$ cat src/rtl/ex_stage_if.sv
// Decode-to-EX-to-WB bundle for the execute stage: decode-side operands/controls
// plus the registered EX/WB results and the stall back to decode.
interface ex_stage_if #(
    parameter int DATA_W   = 32,
    parameter int REG_ID_W = 5
);
    logic                id_valid;
    logic [DATA_W-1:0]   operand_a;
    logic [DATA_W-1:0]   operand_b;
    logic [DATA_W-1:0]   imm;
    logic                alu_src;
    logic [3:0]          alu_op;
    logic                write_to_regfile_from_id;
    logic                mem_write_from_id;
    logic                mem_read_from_id;
    logic                mem_to_reg_from_id;
    logic [DATA_W-1:0]   mem_write_data_from_id;
    logic [REG_ID_W-1:0] writeback_reg_id_from_id;

    logic                stall_to_id;
    logic [DATA_W-1:0]   alu_result;
    logic                write_to_regfile_to_wb;
    logic                mem_write_to_wb;
    logic                mem_read_to_wb;
    logic                mem_to_reg_to_wb;
    logic [DATA_W-1:0]   mem_write_data_to_wb;
    logic [REG_ID_W-1:0] writeback_reg_id_to_wb;

    modport master (
        output id_valid, operand_a, operand_b, imm, alu_src, alu_op,
               write_to_regfile_from_id, mem_write_from_id, mem_read_from_id,
               mem_to_reg_from_id, mem_write_data_from_id, writeback_reg_id_from_id,
        input  stall_to_id, alu_result, write_to_regfile_to_wb, mem_write_to_wb,
               mem_read_to_wb, mem_to_reg_to_wb, mem_write_data_to_wb,
               writeback_reg_id_to_wb
    );

    modport slave (
        input  id_valid, operand_a, operand_b, imm, alu_src, alu_op,
               write_to_regfile_from_id, mem_write_from_id, mem_read_from_id,
               mem_to_reg_from_id, mem_write_data_from_id, writeback_reg_id_from_id,
        output stall_to_id, alu_result, write_to_regfile_to_wb, mem_write_to_wb,
               mem_read_to_wb, mem_to_reg_to_wb, mem_write_data_to_wb,
               writeback_reg_id_to_wb
    );
endinterface

$ cat src/rtl/ex_stage.sv
// Execute stage: single-cycle ALU plus iterative MUL into the EX/WB register.
// Define EX_DIV_EN to add the iterative DIVU/REMU unit (otherwise those ops return 0).
module ex_stage #(
    parameter int DATA_W   = 32,
    parameter int REG_ID_W = 5
) (
    input  logic      clk,
    input  logic      rst,
    ex_stage_if.slave ex
);
    localparam int              SH_W  = $clog2(DATA_W);
    localparam int              CNT_W = $clog2(DATA_W);
    localparam logic [CNT_W-1:0] LAST  = CNT_W'(DATA_W - 1);

    localparam logic [3:0] OP_ADD  = 4'd0;
    localparam logic [3:0] OP_SUB  = 4'd1;
    localparam logic [3:0] OP_AND  = 4'd2;
    localparam logic [3:0] OP_OR   = 4'd3;
    localparam logic [3:0] OP_XOR  = 4'd4;
    localparam logic [3:0] OP_SLL  = 4'd5;
    localparam logic [3:0] OP_SRL  = 4'd6;
    localparam logic [3:0] OP_SRA  = 4'd7;
    localparam logic [3:0] OP_SLT  = 4'd8;
    localparam logic [3:0] OP_SLTU = 4'd9;
    localparam logic [3:0] OP_MUL  = 4'd10;
`ifdef EX_DIV_EN
    localparam logic [3:0] OP_DIVU = 4'd11;
    localparam logic [3:0] OP_REMU = 4'd12;
`endif

    typedef enum logic [1:0] {
        S_IDLE,
        S_MUL
`ifdef EX_DIV_EN
        , S_DIV
`endif
    } state_t;

    state_t              state_reg, state_next;
    logic [CNT_W-1:0]    count_reg, count_next;

    logic [DATA_W-1:0]   b_sel;
    logic [SH_W-1:0]     sh;
    logic [DATA_W-1:0]   alu_out;
    logic                is_multi;
    logic                load;
    logic                stall_c;
    logic                finish;
    logic [DATA_W-1:0]   fin_res;

    // Iterative operand state: MUL uses op_a as shifting multiplicand, op_b as shifting
    // multiplier, acc as partial product; DIV uses op_a as quotient/dividend shifter,
    // op_b as divisor, acc as partial remainder.
    logic [DATA_W-1:0]   op_a_reg, op_b_reg, acc_reg;
    logic [DATA_W-1:0]   mul_sum;
    logic                lat_wr_reg, lat_mw_reg, lat_mr_reg, lat_m2r_reg;
    logic [DATA_W-1:0]   lat_wdata_reg;
    logic [REG_ID_W-1:0] lat_rd_reg;

`ifdef EX_DIV_EN
    logic                is_rem_reg;
    logic [DATA_W:0]     rem_shift;
    logic                div_ok;
    logic [DATA_W-1:0]   rem_step;
    logic [DATA_W-1:0]   quo_step;
`endif

    logic [DATA_W-1:0]   res_reg, res_next;
    logic                wr_reg, wr_next;
    logic                mw_reg, mw_next;
    logic                mr_reg, mr_next;
    logic                m2r_reg, m2r_next;
    logic [DATA_W-1:0]   wdata_reg, wdata_next;
    logic [REG_ID_W-1:0] rd_reg, rd_next;

    assign b_sel = ex.alu_src ? ex.imm : ex.operand_b;
    assign sh    = b_sel[SH_W-1:0];

    always_comb begin
        alu_out = '0;
        case (ex.alu_op)
            OP_ADD:  alu_out = ex.operand_a + b_sel;
            OP_SUB:  alu_out = ex.operand_a - b_sel;
            OP_AND:  alu_out = ex.operand_a & b_sel;
            OP_OR:   alu_out = ex.operand_a | b_sel;
            OP_XOR:  alu_out = ex.operand_a ^ b_sel;
            OP_SLL:  alu_out = ex.operand_a << sh;
            OP_SRL:  alu_out = ex.operand_a >> sh;
            OP_SRA:  alu_out = $signed(ex.operand_a) >>> sh;
            OP_SLT:  alu_out = {{(DATA_W-1){1'b0}}, $signed(ex.operand_a) < $signed(b_sel)};
            OP_SLTU: alu_out = {{(DATA_W-1){1'b0}}, ex.operand_a < b_sel};
            default: alu_out = '0;
        endcase
    end

    always_comb begin
        is_multi = (ex.alu_op == OP_MUL);
`ifdef EX_DIV_EN
        if (ex.alu_op == OP_DIVU || ex.alu_op == OP_REMU)
            is_multi = 1'b1;
`endif
    end

    assign mul_sum = acc_reg + (op_b_reg[0] ? op_a_reg : '0);

`ifdef EX_DIV_EN
    // A zero divisor always "fits", so the quotient fills with ones and the dividend
    // shifts whole into the remainder -- the required divide-by-zero results for free.
    assign rem_shift = {acc_reg, op_a_reg[DATA_W-1]};
    assign div_ok    = (rem_shift >= {1'b0, op_b_reg});
    assign rem_step  = div_ok ? DATA_W'(rem_shift - {1'b0, op_b_reg}) : rem_shift[DATA_W-1:0];
    assign quo_step  = {op_a_reg[DATA_W-2:0], div_ok};
`endif

    always_comb begin
        state_next = state_reg;
        count_next = count_reg;
        load       = 1'b0;
        stall_c    = 1'b0;
        finish     = 1'b0;
        fin_res    = '0;
        res_next   = '0;
        wr_next    = 1'b0;
        mw_next    = 1'b0;
        mr_next    = 1'b0;
        m2r_next   = 1'b0;
        wdata_next = '0;
        rd_next    = '0;

        case (state_reg)
            S_IDLE: begin
                if (ex.id_valid) begin
                    if (is_multi) begin
                        stall_c    = 1'b1;
                        load       = 1'b1;
                        count_next = '0;
                        state_next = S_MUL;
`ifdef EX_DIV_EN
                        if (ex.alu_op != OP_MUL)
                            state_next = S_DIV;
`endif
                    end else begin
                        res_next   = alu_out;
                        wr_next    = ex.write_to_regfile_from_id;
                        mw_next    = ex.mem_write_from_id;
                        mr_next    = ex.mem_read_from_id;
                        m2r_next   = ex.mem_to_reg_from_id;
                        wdata_next = ex.mem_write_data_from_id;
                        rd_next    = ex.writeback_reg_id_from_id;
                    end
                end
            end
            S_MUL: begin
                if (count_reg == LAST) begin
                    finish  = 1'b1;
                    fin_res = mul_sum;
                end else begin
                    stall_c    = 1'b1;
                    count_next = count_reg + CNT_W'(1);
                end
            end
`ifdef EX_DIV_EN
            S_DIV: begin
                if (count_reg == LAST) begin
                    finish  = 1'b1;
                    fin_res = is_rem_reg ? rem_step : quo_step;
                end else begin
                    stall_c    = 1'b1;
                    count_next = count_reg + CNT_W'(1);
                end
            end
`endif
            default: state_next = S_IDLE;
        endcase

        if (finish) begin
            state_next = S_IDLE;
            count_next = '0;
            res_next   = fin_res;
            wr_next    = lat_wr_reg;
            mw_next    = lat_mw_reg;
            mr_next    = lat_mr_reg;
            m2r_next   = lat_m2r_reg;
            wdata_next = lat_wdata_reg;
            rd_next    = lat_rd_reg;
        end
    end

    always_ff @(posedge clk or negedge rst) begin
        if (!rst) begin
            state_reg <= S_IDLE;
            count_reg <= '0;
        end else begin
            state_reg <= state_next;
            count_reg <= count_next;
        end
    end

    always_ff @(posedge clk or negedge rst) begin
        if (!rst) begin
            op_a_reg      <= '0;
            op_b_reg      <= '0;
            acc_reg       <= '0;
            lat_wr_reg    <= 1'b0;
            lat_mw_reg    <= 1'b0;
            lat_mr_reg    <= 1'b0;
            lat_m2r_reg   <= 1'b0;
            lat_wdata_reg <= '0;
            lat_rd_reg    <= '0;
`ifdef EX_DIV_EN
            is_rem_reg    <= 1'b0;
`endif
        end else if (load) begin
            op_a_reg      <= ex.operand_a;
            op_b_reg      <= b_sel;
            acc_reg       <= '0;
            lat_wr_reg    <= ex.write_to_regfile_from_id;
            lat_mw_reg    <= ex.mem_write_from_id;
            lat_mr_reg    <= ex.mem_read_from_id;
            lat_m2r_reg   <= ex.mem_to_reg_from_id;
            lat_wdata_reg <= ex.mem_write_data_from_id;
            lat_rd_reg    <= ex.writeback_reg_id_from_id;
`ifdef EX_DIV_EN
            is_rem_reg    <= (ex.alu_op == OP_REMU);
`endif
        end else if (state_reg == S_MUL) begin
            acc_reg  <= mul_sum;
            op_a_reg <= op_a_reg << 1;
            op_b_reg <= op_b_reg >> 1;
        end
`ifdef EX_DIV_EN
        else if (state_reg == S_DIV) begin
            acc_reg  <= rem_step;
            op_a_reg <= quo_step;
        end
`endif
    end

    always_ff @(posedge clk or negedge rst) begin
        if (!rst) begin
            res_reg   <= '0;
            wr_reg    <= 1'b0;
            mw_reg    <= 1'b0;
            mr_reg    <= 1'b0;
            m2r_reg   <= 1'b0;
            wdata_reg <= '0;
            rd_reg    <= '0;
        end else begin
            res_reg   <= res_next;
            wr_reg    <= wr_next;
            mw_reg    <= mw_next;
            mr_reg    <= mr_next;
            m2r_reg   <= m2r_next;
            wdata_reg <= wdata_next;
            rd_reg    <= rd_next;
        end
    end

    // Stall is combinational from decode inputs, so hold it low while reset is asserted.
    assign ex.stall_to_id            = stall_c & rst;
    assign ex.alu_result             = res_reg;
    assign ex.write_to_regfile_to_wb = wr_reg;
    assign ex.mem_write_to_wb        = mw_reg;
    assign ex.mem_read_to_wb         = mr_reg;
    assign ex.mem_to_reg_to_wb       = m2r_reg;
    assign ex.mem_write_data_to_wb   = wdata_reg;
    assign ex.writeback_reg_id_to_wb = rd_reg;
endmodule

$ cat src/flat_wrapper.sv
// flat-port wrapper written by rule: the top's interface ports become plain ports
module ex_stage_flat 
#(
    parameter int DATA_W   = 32,
    parameter int REG_ID_W = 5
)
  (clk, rst, ex_id_valid, ex_operand_a, ex_operand_b, ex_imm, ex_alu_src, ex_alu_op, ex_write_to_regfile_from_id, ex_mem_write_from_id, ex_mem_read_from_id, ex_mem_to_reg_from_id, ex_mem_write_data_from_id, ex_writeback_reg_id_from_id, ex_stall_to_id, ex_alu_result, ex_write_to_regfile_to_wb, ex_mem_write_to_wb, ex_mem_read_to_wb, ex_mem_to_reg_to_wb, ex_mem_write_data_to_wb, ex_writeback_reg_id_to_wb);
  ex_stage_if #(.DATA_W(DATA_W), .REG_ID_W(REG_ID_W)) ex_i ();
  input  logic clk;
  input  logic rst;
  input wire logic [$bits(ex_i.id_valid)-1:0] ex_id_valid;
  input wire logic [$bits(ex_i.operand_a)-1:0] ex_operand_a;
  input wire logic [$bits(ex_i.operand_b)-1:0] ex_operand_b;
  input wire logic [$bits(ex_i.imm)-1:0] ex_imm;
  input wire logic [$bits(ex_i.alu_src)-1:0] ex_alu_src;
  input wire logic [$bits(ex_i.alu_op)-1:0] ex_alu_op;
  input wire logic [$bits(ex_i.write_to_regfile_from_id)-1:0] ex_write_to_regfile_from_id;
  input wire logic [$bits(ex_i.mem_write_from_id)-1:0] ex_mem_write_from_id;
  input wire logic [$bits(ex_i.mem_read_from_id)-1:0] ex_mem_read_from_id;
  input wire logic [$bits(ex_i.mem_to_reg_from_id)-1:0] ex_mem_to_reg_from_id;
  input wire logic [$bits(ex_i.mem_write_data_from_id)-1:0] ex_mem_write_data_from_id;
  input wire logic [$bits(ex_i.writeback_reg_id_from_id)-1:0] ex_writeback_reg_id_from_id;
  output wire logic [$bits(ex_i.stall_to_id)-1:0] ex_stall_to_id;
  output wire logic [$bits(ex_i.alu_result)-1:0] ex_alu_result;
  output wire logic [$bits(ex_i.write_to_regfile_to_wb)-1:0] ex_write_to_regfile_to_wb;
  output wire logic [$bits(ex_i.mem_write_to_wb)-1:0] ex_mem_write_to_wb;
  output wire logic [$bits(ex_i.mem_read_to_wb)-1:0] ex_mem_read_to_wb;
  output wire logic [$bits(ex_i.mem_to_reg_to_wb)-1:0] ex_mem_to_reg_to_wb;
  output wire logic [$bits(ex_i.mem_write_data_to_wb)-1:0] ex_mem_write_data_to_wb;
  output wire logic [$bits(ex_i.writeback_reg_id_to_wb)-1:0] ex_writeback_reg_id_to_wb;
  assign ex_i.id_valid = ex_id_valid;
  assign ex_i.operand_a = ex_operand_a;
  assign ex_i.operand_b = ex_operand_b;
  assign ex_i.imm = ex_imm;
  assign ex_i.alu_src = ex_alu_src;
  assign ex_i.alu_op = ex_alu_op;
  assign ex_i.write_to_regfile_from_id = ex_write_to_regfile_from_id;
  assign ex_i.mem_write_from_id = ex_mem_write_from_id;
  assign ex_i.mem_read_from_id = ex_mem_read_from_id;
  assign ex_i.mem_to_reg_from_id = ex_mem_to_reg_from_id;
  assign ex_i.mem_write_data_from_id = ex_mem_write_data_from_id;
  assign ex_i.writeback_reg_id_from_id = ex_writeback_reg_id_from_id;
  assign ex_stall_to_id = ex_i.stall_to_id;
  assign ex_alu_result = ex_i.alu_result;
  assign ex_write_to_regfile_to_wb = ex_i.write_to_regfile_to_wb;
  assign ex_mem_write_to_wb = ex_i.mem_write_to_wb;
  assign ex_mem_read_to_wb = ex_i.mem_read_to_wb;
  assign ex_mem_to_reg_to_wb = ex_i.mem_to_reg_to_wb;
  assign ex_mem_write_data_to_wb = ex_i.mem_write_data_to_wb;
  assign ex_writeback_reg_id_to_wb = ex_i.writeback_reg_id_to_wb;
  ex_stage #(.DATA_W(DATA_W), .REG_ID_W(REG_ID_W)) u_core (.clk(clk), .rst(rst), .ex(ex_i));
endmodule
$ cat config.mk
export PLATFORM = sky130hd
export DESIGN_NAME = ex_stage_flat
export DESIGN_NICKNAME = d
export VERILOG_FILES = /design/src/rtl/ex_stage_if.sv /design/src/rtl/ex_stage.sv /design/src/flat_wrapper.sv
export SDC_FILE = /design/constraint.sdc
export NUM_CORES = 1
export LEC_CHECK = 0
export CAP_MARGIN = 40
export CORE_ASPECT_RATIO = 1.1
export CORE_MARGIN = 2
export CORE_UTILIZATION = 30
export CTS_BUF_LIST = sky130_fd_sc_hd__clkbuf_16
export CTS_CLUSTER_SIZE = 14
export DETAILED_ROUTE_END_ITERATION = 8
export GPL_ROUTABILITY_DRIVEN = 0
export PLACE_DENSITY_LB_ADDON = 0.08
export SLEW_MARGIN = 20
export SYNTH_ARGS = -nofsm -noshare
export SYNTH_HDL_FRONTEND = slang
export SYNTH_SLANG_ARGS = --single-unit
$ cat constraint.sdc
create_clock -name clk -period 11.1 [get_ports clk]
set_input_delay 3.33 -clock clk [delete_from_list [all_inputs] [get_ports clk]]
set_output_delay 3.33 -clock clk [all_outputs]
set_load 0.02 [all_outputs]
==> impl_metrics.toml <==
[finish]
design_area_sq_mm = 0.0230
layout-area-overhead-vs-synth_pct = 21.7
share_of_cells_above_drive_strength_1 = 0.0757
layout.nets = 2728

[yosys]
syn_inst = 2314
synthFlopType = "sky130_fd_sc_hd__dfrtp_1"
synth_edf_count = 0
synth_cell_type_count = 85
syn_area_sq_mm = 0.0189
synth.ff_latch_count = 216
ys_warn_count = 0
mappedNetlistNets = 2595
synth_sequential_area_ratio = 0.286
syn-mean-instance-area_sq_um = 8.17
synth-async-reset-ratio = 1.00

[floorplan]
dieArea_sq_mm = 0.0651
start_util = 0.303
core_area_sq_mm = 0.0623
io-pin-count = 219
placementRows = 96
die_height_microns = 267
die_width_microns = 243

[worst_setup_path]
timing.reg2reg.worst_path_depth = 14
cell_by_cell_listing_of_the_critical_path = "clkdlybuf4s50_1, nor2b_1, nand3_4, or2_2, nand2_1, and2_1, clkdlybuf4s50_1"
cpLargestDelayFamily = "simple AND/OR/NAND/NOR gates"
worstSetupEndpointType = "primary output"
cp_slowest_cell = "sky130_fd_sc_hd__clkdlybuf4s50_1"
timing.critical_path.from_type = "input pin"
arrival_ps = 6480
cp_slowest_stage_delay_ps = 820
worstPathBufferInverterCount = 2
first_element_of_the_critical_path = "ex_alu_op[1]"
worstSetupPathDepth = 7
critPathMostFrequentCell = "sky130_fd_sc_hd__clkdlybuf4s50_1"
worst_ep_required_time_ps = 7770
timing.rr.start = "u_core.op_b_reg[0]"
cp_max_fanout = 17
critPathKind = "input pin to primary output"

[global_routing]
grt_pass1_vias = 18000
number_of_antenna_violations_at_the_first_check_in_global_routing = 1
grt_max_degree = 89
global_route.overflow_total = 0
grt_first_pass_wirelength_microns = 119000
grt.total_usage = 0.239

[cts]
worstSkewPairLatency_ps = 600
cts_tree = "yes"
cts_buffer_depth = 3
cts_setup_buffers = 0
cts-buffers-inserted = 29
cts-root-buf = "sky130_fd_sc_hd__clkbuf_16"
cts_max_level = 1
clock-sinks = 216
cts_hold_buf = 0
worst_setup_hold_path_clk_slew_ps = 60
cts_repair_resize_count = 0

[drt]
drt_wl_total_microns = 80200
wire_per_inst_microns = 24.3
drc = 0
drt_iter0_drc = 1961
dr.pass1.iters = 6
antenna_left = 0
via_total_after_detailed_routing = 18800
viasPerCell = 5.70

[worst_hold_path]
worstHoldStart = "u_core.op_b_reg[18]"
holdPathStages = 2
min-delay-path-class = "register to register"

[timing]
final.min_clock_period_ps = 9810
final.setup_skew_ps = 22.5
tightest_slew_ps = 819
report.final.hold_viol_count = 0
finalSetupViolCount = 0
max_slew_margin = 0.452
rsz0062_at_grt = "false"
finalMaxSlewViolations = 0
setup_tns_ps = 0
max_clock_freq_mhz = 102
final_min_period_over_clock_period = 0.884

[outcome]
status = "finished, final reports clean"

[pwr]
power_mw = 3.41
static-leakage-power_nw = 10.0
pwr_density_cell_mw_per_mm2 = 148
vdd_ir_drop_max_uv = 92.6

[placed_design]
placement.cell_area_sq_mm = 0.0219
portBuffers = 218
dp_hpwl_microns = 61000

[run]
maxCapViolCount = 0
## worst paths after layout
check	slack, ps	endpoint
min in group asynchronous	2620	u_core.ex.alu_result[3]
worst min-delay path	480	u_core.op_b_reg[17]
worst min register to register	480	u_core.op_b_reg[17]
worst max-delay path	1290	ex_stall_to_id
max in group asynchronous	7540	u_core.op_b_reg[28]
worst max register to register	6800	u_core.ex.alu_result[30]
## worst reg2reg max path, stage by stage (launching register included)
cell                       delay (ps)
sky130_fd_sc_hd__dfrtp_1          360
sky130_fd_sc_hd__buf_4            220
sky130_fd_sc_hd__and2_1           190
sky130_fd_sc_hd__ha_1             220
sky130_fd_sc_hd__fa_1             460
sky130_fd_sc_hd__a21oi_1          190
sky130_fd_sc_hd__o21ai_0          160
sky130_fd_sc_hd__o311a_1          370
sky130_fd_sc_hd__a21o_1           230
sky130_fd_sc_hd__o31a_1           300
sky130_fd_sc_hd__and3_1           250
sky130_fd_sc_hd__o41ai_2          330
sky130_fd_sc_hd__o21ai_0          210
sky130_fd_sc_hd__xnor2_1          400
sky130_fd_sc_hd__o221ai_1         250
## report_power, final
group / total, mW / internal (mW) / switching (mW)
Sequential: 1.11 / 0.983 / 0.124
Clock: 1.01 / 0.615 / 0.391
Combinational: 1.30 / 0.508 / 0.787
Total: 3.41 / 2.11 / 1.30
## kinds of logic after synthesis
logic type | Yosys count | synth area share
AND/OR/NAND/NOR | 714 | 0.170
multiplexers | 187 | 0.118
XOR/XNOR | 56 | 0.0259
buffers and inverters | 260 | 0.0562
adder cells (fa/ha/maj) | 136 | 0.0912
flip-flops | 216 | 0.286
AO/OA/AOI/OAI | 745 | 0.253
## routing by layer
metal / vias to the layer above / part of all wire / global-route usage
met5: - / 0 / 0
met4: 0 / 0.038 / 0.0837
met3: 159 / 0.068 / 0.0321
met2: 821 / 0.45 / 0.380
met1: 9172 / 0.44 / 0.333
li1: 8672 / - / -
## synthesized netlist by cell type, types with 39 or more instances
master                     count  share of area
sky130_fd_sc_hd__nand2_1     280          0.056
sky130_fd_sc_hd__dfrtp_1     216           0.29
sky130_fd_sc_hd__nor2_1      207          0.041
sky130_fd_sc_hd__o21ai_0     200          0.053
sky130_fd_sc_hd__a21oi_1     186          0.049
sky130_fd_sc_hd__ha_1        133          0.088
sky130_fd_sc_hd__mux2i_1     120          0.064
sky130_fd_sc_hd__clkbuf_1    106          0.021
sky130_fd_sc_hd__inv_1        97          0.019
sky130_fd_sc_hd__a22o_1       44          0.020
sky130_fd_sc_hd__xnor2_1      44          0.020
sky130_fd_sc_hd__and2_1       43          0.014
sky130_fd_sc_hd__mux2_2       43          0.026
sky130_fd_sc_hd__nand3_1      39          0.010
## cell type report
cell class | instances | area [sq um]
Clock inverter | 24 | 288
Fill cell | 6453 | 39300
Tap cell | 833 | 1040
Clock buffer | 29 | 726
Sequential cell | 216 | 5410
Timing Repair Buffer | 263 | 2640
Antenna cell | 1 | 2.50
Inverter | 99 | 374
Multi-Input combinational cell | 1838 | 12500
## placed cells by master, fill, tap and decap left out, types with 23 or more instances in the layout
master and instances:
sky130_fd_sc_hd__a31oi_1 33, sky130_fd_sc_hd__o211ai_1 28, sky130_fd_sc_hd__and2_1 42, sky130_fd_sc_hd__xnor2_1 44
sky130_fd_sc_hd__nand2_1 280, sky130_fd_sc_hd__o22ai_1 29, sky130_fd_sc_hd__dfrtp_1 215, sky130_fd_sc_hd__buf_4 32
sky130_fd_sc_hd__o21ai_0 200, sky130_fd_sc_hd__inv_1 100, sky130_fd_sc_hd__mux2_2 43, sky130_fd_sc_hd__a21o_1 23
sky130_fd_sc_hd__ha_1 133, sky130_fd_sc_hd__a22o_1 44, sky130_fd_sc_hd__mux2i_1 117, sky130_fd_sc_hd__nor2_1 207
sky130_fd_sc_hd__a211oi_1 29, sky130_fd_sc_hd__clkbuf_16 29, sky130_fd_sc_hd__nor3_1 37, sky130_fd_sc_hd__nand3_1 38
sky130_fd_sc_hd__clkdlybuf4s50_1 215, sky130_fd_sc_hd__a21oi_1 185
## stage by stage
step | util | setup WS [ps] | hold WS [ps] | std cells
2_1_floorplan | - | 2680 | 437 | 2314
3_3_place_gp | 0.349 | 1010 | 459 | 3234
3_5_place_dp | 0.351 | 1270 | 473 | 3244
4_1_cts | 0.367 | 1260 | 483 | 3297
5_1_grt | 0.369 | 998 | 496 | 3302
6_report | 0.369 | 1290 | 482 | 3303
Power figures use the tool's default switching activity.
